### config.mk
export PLATFORM = sky130hd
export DESIGN_NAME = frame_fifo_write
export DESIGN_NICKNAME = d
export VERILOG_FILES = /design/src/rtl/frame_fifo_write.sv
export SDC_FILE = /design/constraint.sdc
export NUM_CORES = 1
export LEC_CHECK = 0
export ABC_AREA = 1
export CAP_MARGIN = 20
export CORE_ASPECT_RATIO = 0.9
export CORE_MARGIN = 1.5
export CORE_UTILIZATION = 57
export CTS_CLUSTER_DIAMETER = 50
export DETAILED_ROUTE_END_ITERATION = 10
export PLACE_DENSITY = 0.88
export SETUP_SLACK_MARGIN = 0.05
export SYNTH_ARGS = -nofsm -noshare
export SYNTH_HDL_FRONTEND = slang
export SYNTH_SLANG_ARGS = --single-unit
### constraint.sdc
create_clock -name mem_clk -period 6.54 [get_ports mem_clk]
set_input_delay 1.635 -clock mem_clk [delete_from_list [all_inputs] [get_ports mem_clk]]
set_output_delay 1.635 -clock mem_clk [all_outputs]
set_load 0.05 [all_outputs]
### src/rtl/frame_fifo_write.sv
// Frame writer: cuts one frame of write_len words into SDRAM write bursts of at most
// BURST_SIZE words, launching each burst only once the pixel FIFO holds enough data.
module frame_fifo_write #(
   parameter int MEM_DATA_BITS = 16,
   parameter int ADDR_BITS     = 24,
   parameter int BURST_BITS    = 10,
   parameter int BURST_SIZE    = 128
) (
   input  logic                  mem_clk,
   input  logic                  rst,
   input  logic                  write_req,
   output logic                  write_req_ack,
   output logic                  write_finish,
   input  logic [ADDR_BITS-1:0]  write_addr_0,
   input  logic [ADDR_BITS-1:0]  write_addr_1,
   input  logic [ADDR_BITS-1:0]  write_addr_2,
   input  logic [ADDR_BITS-1:0]  write_addr_3,
   input  logic [1:0]            write_addr_index,
   input  logic [ADDR_BITS-1:0]  write_len,
   output logic                  fifo_aclr,
   input  logic [BURST_BITS-1:0] rd_data_count,
   output logic                  wr_burst_req,
   output logic [BURST_BITS-1:0] wr_burst_len,
   output logic [ADDR_BITS-1:0]  wr_burst_addr,
   input  logic                  wr_burst_data_req,
   input  logic                  wr_burst_data_finish
);

   typedef enum logic [2:0] {
      IDLE,
      ACK,
      CHECK_FIFO,
      WRITE_BURST,
      BURST_END,
      WRITE_END
   } state_t;

   localparam logic [ADDR_BITS-1:0] BURST_SIZE_A = ADDR_BITS'(BURST_SIZE);

   // The largest burst must still be representable on wr_burst_len.
   if (MEM_DATA_BITS < 1 || BURST_SIZE < 1 || BURST_SIZE >= (1 << BURST_BITS)) begin : g_param_check
      $error("frame_fifo_write: BURST_SIZE must lie in 1..2**BURST_BITS-1");
   end

   function automatic logic [ADDR_BITS-1:0] burst_words(input logic [ADDR_BITS-1:0] words_left);
      return (words_left < BURST_SIZE_A) ? words_left : BURST_SIZE_A;
   endfunction

   state_t               state;
   logic                 req_p0;
   logic                 req_s;
   logic [ADDR_BITS-1:0] base;
   logic [ADDR_BITS-1:0] offset;
   logic [ADDR_BITS-1:0] remain;
   logic [ADDR_BITS-1:0] sel_addr;
   logic [ADDR_BITS-1:0] next_len;
   logic [ADDR_BITS-1:0] cur_len;
   logic                 fifo_ready;

   always_comb begin
      sel_addr = write_addr_0;
      case (write_addr_index)
         2'd1:    sel_addr = write_addr_1;
         2'd2:    sel_addr = write_addr_2;
         2'd3:    sel_addr = write_addr_3;
         default: sel_addr = write_addr_0;
      endcase
   end

   assign next_len   = burst_words(remain);
   assign cur_len    = ADDR_BITS'(wr_burst_len);
   assign fifo_ready = ADDR_BITS'(rd_data_count) >= next_len;

   // Stage p0 -> s: two-flop synchroniser for the request, which may come from another domain.
   always_ff @(posedge mem_clk) begin
      if (rst) begin
         req_p0        <= 1'b0;
         req_s         <= 1'b0;
         state         <= IDLE;
         base          <= '0;
         offset        <= '0;
         remain        <= '0;
         write_req_ack <= 1'b0;
         write_finish  <= 1'b0;
         fifo_aclr     <= 1'b0;
         wr_burst_req  <= 1'b0;
         wr_burst_len  <= '0;
         wr_burst_addr <= '0;
      end else begin
         req_p0 <= write_req;
         req_s  <= req_p0;
         case (state)
            IDLE: begin
               if (req_s) begin
                  base          <= sel_addr;
                  remain        <= write_len;
                  offset        <= '0;
                  write_req_ack <= 1'b1;
                  fifo_aclr     <= 1'b1;
                  state         <= ACK;
               end
            end
            ACK: begin
               // The FIFO stays cleared until the requester drops its request.
               if (!req_s) begin
                  write_req_ack <= 1'b0;
                  fifo_aclr     <= 1'b0;
                  if (remain == '0) begin
                     write_finish <= 1'b1;
                     state        <= WRITE_END;
                  end else begin
                     state <= CHECK_FIFO;
                  end
               end
            end
            CHECK_FIFO: begin
               if (fifo_ready) begin
                  wr_burst_len  <= next_len[BURST_BITS-1:0];
                  wr_burst_addr <= base + offset;
                  wr_burst_req  <= 1'b1;
                  state         <= WRITE_BURST;
               end
            end
            WRITE_BURST: begin
               if (wr_burst_data_finish) begin
                  wr_burst_req <= 1'b0;
                  offset       <= offset + cur_len;
                  remain       <= remain - cur_len;
                  state        <= BURST_END;
               end
            end
            BURST_END: begin
               if (remain == '0) begin
                  write_finish <= 1'b1;
                  state        <= WRITE_END;
               end else begin
                  state <= CHECK_FIFO;
               end
            end
            WRITE_END: begin
               write_finish <= 1'b0;
               state        <= IDLE;
            end
            default: state <= IDLE;
         endcase
      end
   end

   // sdram_core only strobes FIFO reads while one of our bursts is outstanding.
   assert property (@(posedge mem_clk) disable iff (rst) wr_burst_data_req |-> state == WRITE_BURST);

endmodule
# Word-level counts from Yosys, hierarchy flattened
# Index checks and enable logic that the tools add are counted.
totals:
  reg_bits: 114
  in_bits: 137
  out_inout_bits: 38
op_classes:
  n_addsub: 3
  magnitude_cmp: 2
  eq_ne: 12
  muxes: 23
  n_reduce_logical: 13
ops:
  columns: ["cell", "n"]
  rows:
  - ["$mux W24", 5]
  - ["$pmux W24 S2", 2]
  - ["$pmux W24 S3", 1]
  - ["$add A24 B10 Y24", 1]
  - ["$add A24 B24 Y24", 1]
  - ["$ge A10 B24 Y1", 1]
  - ["$logic_not A24 Y1", 1]
  - ["$lt A24 B8 Y1 const B", 1]
  - ["$sub A24 B10 Y24", 1]
  - ["$mux W3", 5]
  - ["$pmux W3 S5", 1]
  - ["$reduce_and A3 Y1", 3]
  - ["$ne A2 B2 Y1 const B", 4]
  - ["$eq A3 B2 Y1 const B", 2]
  - ["$eq A3 B3 Y1 const B", 2]
  - ["$mux W1", 6]
  - ["$reduce_and A2 Y1", 3]
  - ["$reduce_bool A2 Y1", 3]
  - ["$eq A2 B2 Y1 const B", 2]
  - ["$pmux W1 S2", 2]
  - ["$reduce_and A4 Y1", 1]
  - ["$eq A3 B1 Y1 const B", 1]
  - ["$logic_not A3 Y1", 1]
  - ["$pmux W1 S3", 1]
  - ["other kinds (2)", 2]

# Logic depth before layout (Yosys ltp)
logic_depth:
  word_depth: 5
  ltp_mapped: 20
  mapped_depth_nobuf: 19

# Worst setup path before layout
# Ideal clock, no wire load.
synth_path:
  path_type: "input to register"
  from: "in rd_data_count[7]"
  to: "reg wr_burst_len[1]"
  setup_ps: 116
  arrival_ps: 2943
  slack_ps: 3481
  path_stages: 13
  n_path_buf: 1
  cell_sequence: "ha_1 -> nand2_1 -> inv_1 -> nor2_1 -> o21a_1 -> nand2_1 -> nand2_1 -> nand2_2 -> nand2_2 -> inv_1 -> buf_2 -> nor2_1 -> nor2_1"
synth_via:
  elab_chain_len: 2
synth_rtl:
  columns: ["element", "line_no", "text"]
  rows:
  - ["start: declaration", "21", "input logic [BURST_BITS-1:0] rd_data_count,"]
  - ["$ge A10 B24 Y1", "72", "assign fifo_ready = ADDR_BITS'(rd_data_count) >= next_len;"]
  - ["$reduce_and A2 Y1 (no line)", null, null]
  - ["end signal: assignment", "118", "wr_burst_len <= next_len[BURST_BITS-1:0];"]
  - ["end: declaration", "23", "output logic [BURST_BITS-1:0] wr_burst_len,"]
# No other way between the ends.
# A chain may end at the register's enable or synchronous reset.

# Worst setup path in the final report
layout_path:
  from: "reg remain[14]"
  to: "reg wr_burst_len[5]"
layout_via:
  elab_chain_len: 4
layout_rtl:
  columns: ["element", "line_no", "text"]
  rows:
  - ["start: declaration", "54", "logic [ADDR_BITS-1:0] remain;"]
  - ["start signal: assignment", "96", "remain <= write_len;"]
  - ["start signal: assignment", "128", "remain <= remain - cur_len;"]
  - ["$lt A24 B8 Y1", "46", "return (words_left < BURST_SIZE_A) ? words_left : BURST_SIZE_A;"]
  - ["$mux W24 (*)", "46", null]
  - ["$ge A10 B24 Y1", "72", null]
  - ["$reduce_and A2 Y1 (no line)", null, null]
# Mark *: on every way between the ends. The rest lies on a longest branch, timed or not.

==> impl_metrics.json <==
{
  "ys_types": 36,
  "grt_pass1_vias": 8807,
  "die_y_um": 119,
  "synth_top_area_share_pct": 26.9,
  "ys_seq_area_share_pct": 26.9,
  "hold_viol_final": 0,
  "finalMaxSlewViolations": 0,
  "fin_hold_ws_ns": 0.418,
  "cts_hold_buf": 0,
  "die_area_mm2": 0.0156,
  "grt_pass1_wl_um": 42000,
  "detail_route.vias_per_cell": 5.51,
  "cp_common_cell": "nand2_1",
  "grtUsageTotal_pct": 33.2,
  "fin_area_mm2": 0.0109,
  "clock_sinks": 114,
  "core_area_mm2": 0.0146,
  "clockRootBuffer": "clkbuf_16",
  "fin_crit_sh_pct": 63.2,
  "fin_tns_setup_ns": 0,
  "numCtsBuffers": 17,
  "cp-start-kind": "register",
  "antenna_found_initial": 0,
  "dp_hpwl_um": 20000,
  "synth_area_mm2": 0.00848,
  "endpoint_kind": "register",
  "nNetsFinal": 1762,
  "synth_top_area_cell": "dfxtp_1",
  "syn-instance-count": 1410,
  "ys.flop_type": "dfxtp_1",
  "power_leakage_nw": 5.20,
  "drc": 0,
  "min_path_type": "register to register",
  "setup_violations": 0,
  "antenna_left": 0,
  "htreeDepth": 4,
  "n_fill_cell": 1220,
  "cp.arrival_ns": 4.44,
  "die_w_um": 132,
  "slowest_stage": "inv_1",
  "cap_violations": 0,
  "ios": 175,
  "dp.cells": 1748,
  "crit_type": "register to register",
  "crit_path_max_incr_delay_ns": 0.53,
  "vias": 9797,
  "portBuffers": 173,
  "cts_tree": "yes",
  "cts_setup_buffers": 0,
  "rows": 42,
  "wl_um": 25900,
  "cellPowerDensity_mw_per_mm2": 287,
  "grt_max_degree": 54,
  "status": "finished, final reports clean",
  "instances_no_fill": 1779,
  "post_drt_wl_per_cell_um": 14.6,
  "gp_congestion": 0.998,
  "fin_util_pct": 74.7,
  "cp_top_family": "simple AND/OR/NAND/NOR gates",
  "period_needed_ns": 4.13,
  "crit_chain": "nor2_1 > nand4_1 > nor2_1 > nand2_1 > nor2_1 > inv_1 > ha_1 > nand2_1 > nand3_1 > nand2_1 > nand2_1 > nand2_1 > nand2_1 > nand2_1 > nand2_2 > nand2_2 > inv_1 > nor2_1 > nor2_1",
  "worstSkewPairLatency_ns": 0.43,
  "worst_slew_pin_slew_ns": 0.896,
  "finalWorstSetupSlack_ns": 2.41,
  "required_ns": 6.85,
  "clockBufferDepth": 2,
  "synth_edf_count": 0,
  "ys_warn_count": 0,
  "first_iter_violations": 1170,
  "ys_seq_elements": 114,
  "avgSynthCellArea_um2": 6.02,
  "area_growth_pct": 28.6,
  "rsz0062_at_grt": "false",
  "dpl_cell_area_mm2": 0.0103,
  "total_power_mw": 3.13,
  "clk_pin_slew_ns": 0.06,
  "ir_drop_mv": 0.201,
  "crit_buf_inv": 2,
  "crit_fanout": 35,
  "start_util_pct": 58.1,
  "slew_headroom_pct": 39.9,
  "diodes": 0,
  "fmax_mhz": 242,
  "skew_ns": 0.00829,
  "synth_area_leaders": "dfxtp_1 27%, nand2_1 19%, inv_1 8.0%",
  "cts_resized": 0,
  "synth-async-reset-ratio_pct": 0,
  "place_ws_ns": 2.11,
  "drive_gt1_share_pct": 3.16,
  "firstDrtPassIters": 6,
  "overflow": 0
}
routing by layer:
layer	wire, um	vias to the layer above	global-route usage, %
met1	11400	4326	44.0
met2	11200	511	52.8
met5	0	-	0
li1	-	4907	-
met3	2670	53	7.68
met4	677	0	11.9
registers in the layout (all words and copies together), names as in the netlist, 3 cells and up:
name and cells:
offset 24, wr_burst_addr 24, base 24, wr_burst_len 10
state 3, remain 24
cell families (layout without fill, tap and decap cells):
family | after synthesis | after routing | synth area share [%]
AOI/OAI and AO/OA | 224 | 224 | 15.1
xor gates and xnor gates | 16 | 16 | 1.65
adders and majority gates | 56 | 56 | 8.53
buffers and inverters | 229 | 399 | 10.4
DFF | 114 | 114 | 26.9
other | 1 | 2 | 0.0442
and+or+nand+nor | 770 | 770 | 37.4
where the power goes:
part,leakage (nW),switching (mW),internal [mW]
Sequential,0.925,0.0847,0.778
Combinational,4.00,0.887,0.473
Clock,0.272,0.349,0.557
cells in the mapped netlist, types with 3 or more instances:
master / count
a21oi_1: 94
a221oi_1: 17
a31oi_1: 5
buf_1: 4
buf_2: 9
clkbuf_1: 25
dfxtp_1: 114
fa_1: 3
ha_1: 53
inv_1: 181
inv_2: 6
nand2_1: 437
nand2_2: 3
nand3_1: 105
nand3b_1: 4
nand4_1: 32
nor2_1: 167
nor3_1: 10
nor4_1: 3
o211ai_1: 23
o21ai_0: 72
o21bai_1: 7
or2_2: 3
xnor2_1: 8
xor2_1: 8
cell type report:
cell class | count | area, um2 | share of cell area [%]
inverter | 189 | 709 | 6.50
clock inverter | 13 | 138 | 1.26
tap | 198 | 248 | 2.27
multi-input combinational | 1068 | 5330 | 48.8
clock buffer | 18 | 429 | 3.93
sequential | 114 | 2280 | 20.9
timing repair buffer | 179 | 1780 | 16.3
placed cells by master (no fill, tap or decap), types with 7 or more instances in the layout:
cell type,instances
nand2_1,437
inv_1,181
clkdlybuf4s50_1,173
nor2_1,167
dfxtp_1,114
nand3_1,105
a21oi_1,94
o21ai_0,72
ha_1,53
nand4_1,32
o211ai_1,23
a221oi_1,17
clkbuf_16,17
nor3_1,10
xnor2_1,8
xor2_1,8
o21bai_1,7
final timing paths:
path	start	end	slack [ns]	cells past startpoint
max	remain[14]	wr_burst_len[5]	2.41	19
min	req_p0	req_s	0.42	2
max reg2reg	remain[14]	wr_burst_len[5]	2.41	19
min reg2reg	req_p0	req_s	0.42	2
worst reg2reg max path, cell delays in order, from the launching register on:
cell,delay [ns]
dfxtp_1,0.37
nor2_1,0.29
nand4_1,0.24
nor2_1,0.32
nand2_1,0.25
nor2_1,0.20
inv_1,0.08
ha_1,0.29
nand2_1,0.07
nand3_1,0.07
nand2_1,0.06
nand2_1,0.05
nand2_1,0.05
nand2_1,0.06
nand2_1,0.09
nand2_2,0.14
nand2_2,0.50
inv_1,0.54
nor2_1,0.26
nor2_1,0.08
(Power assumes the default switching activity.)
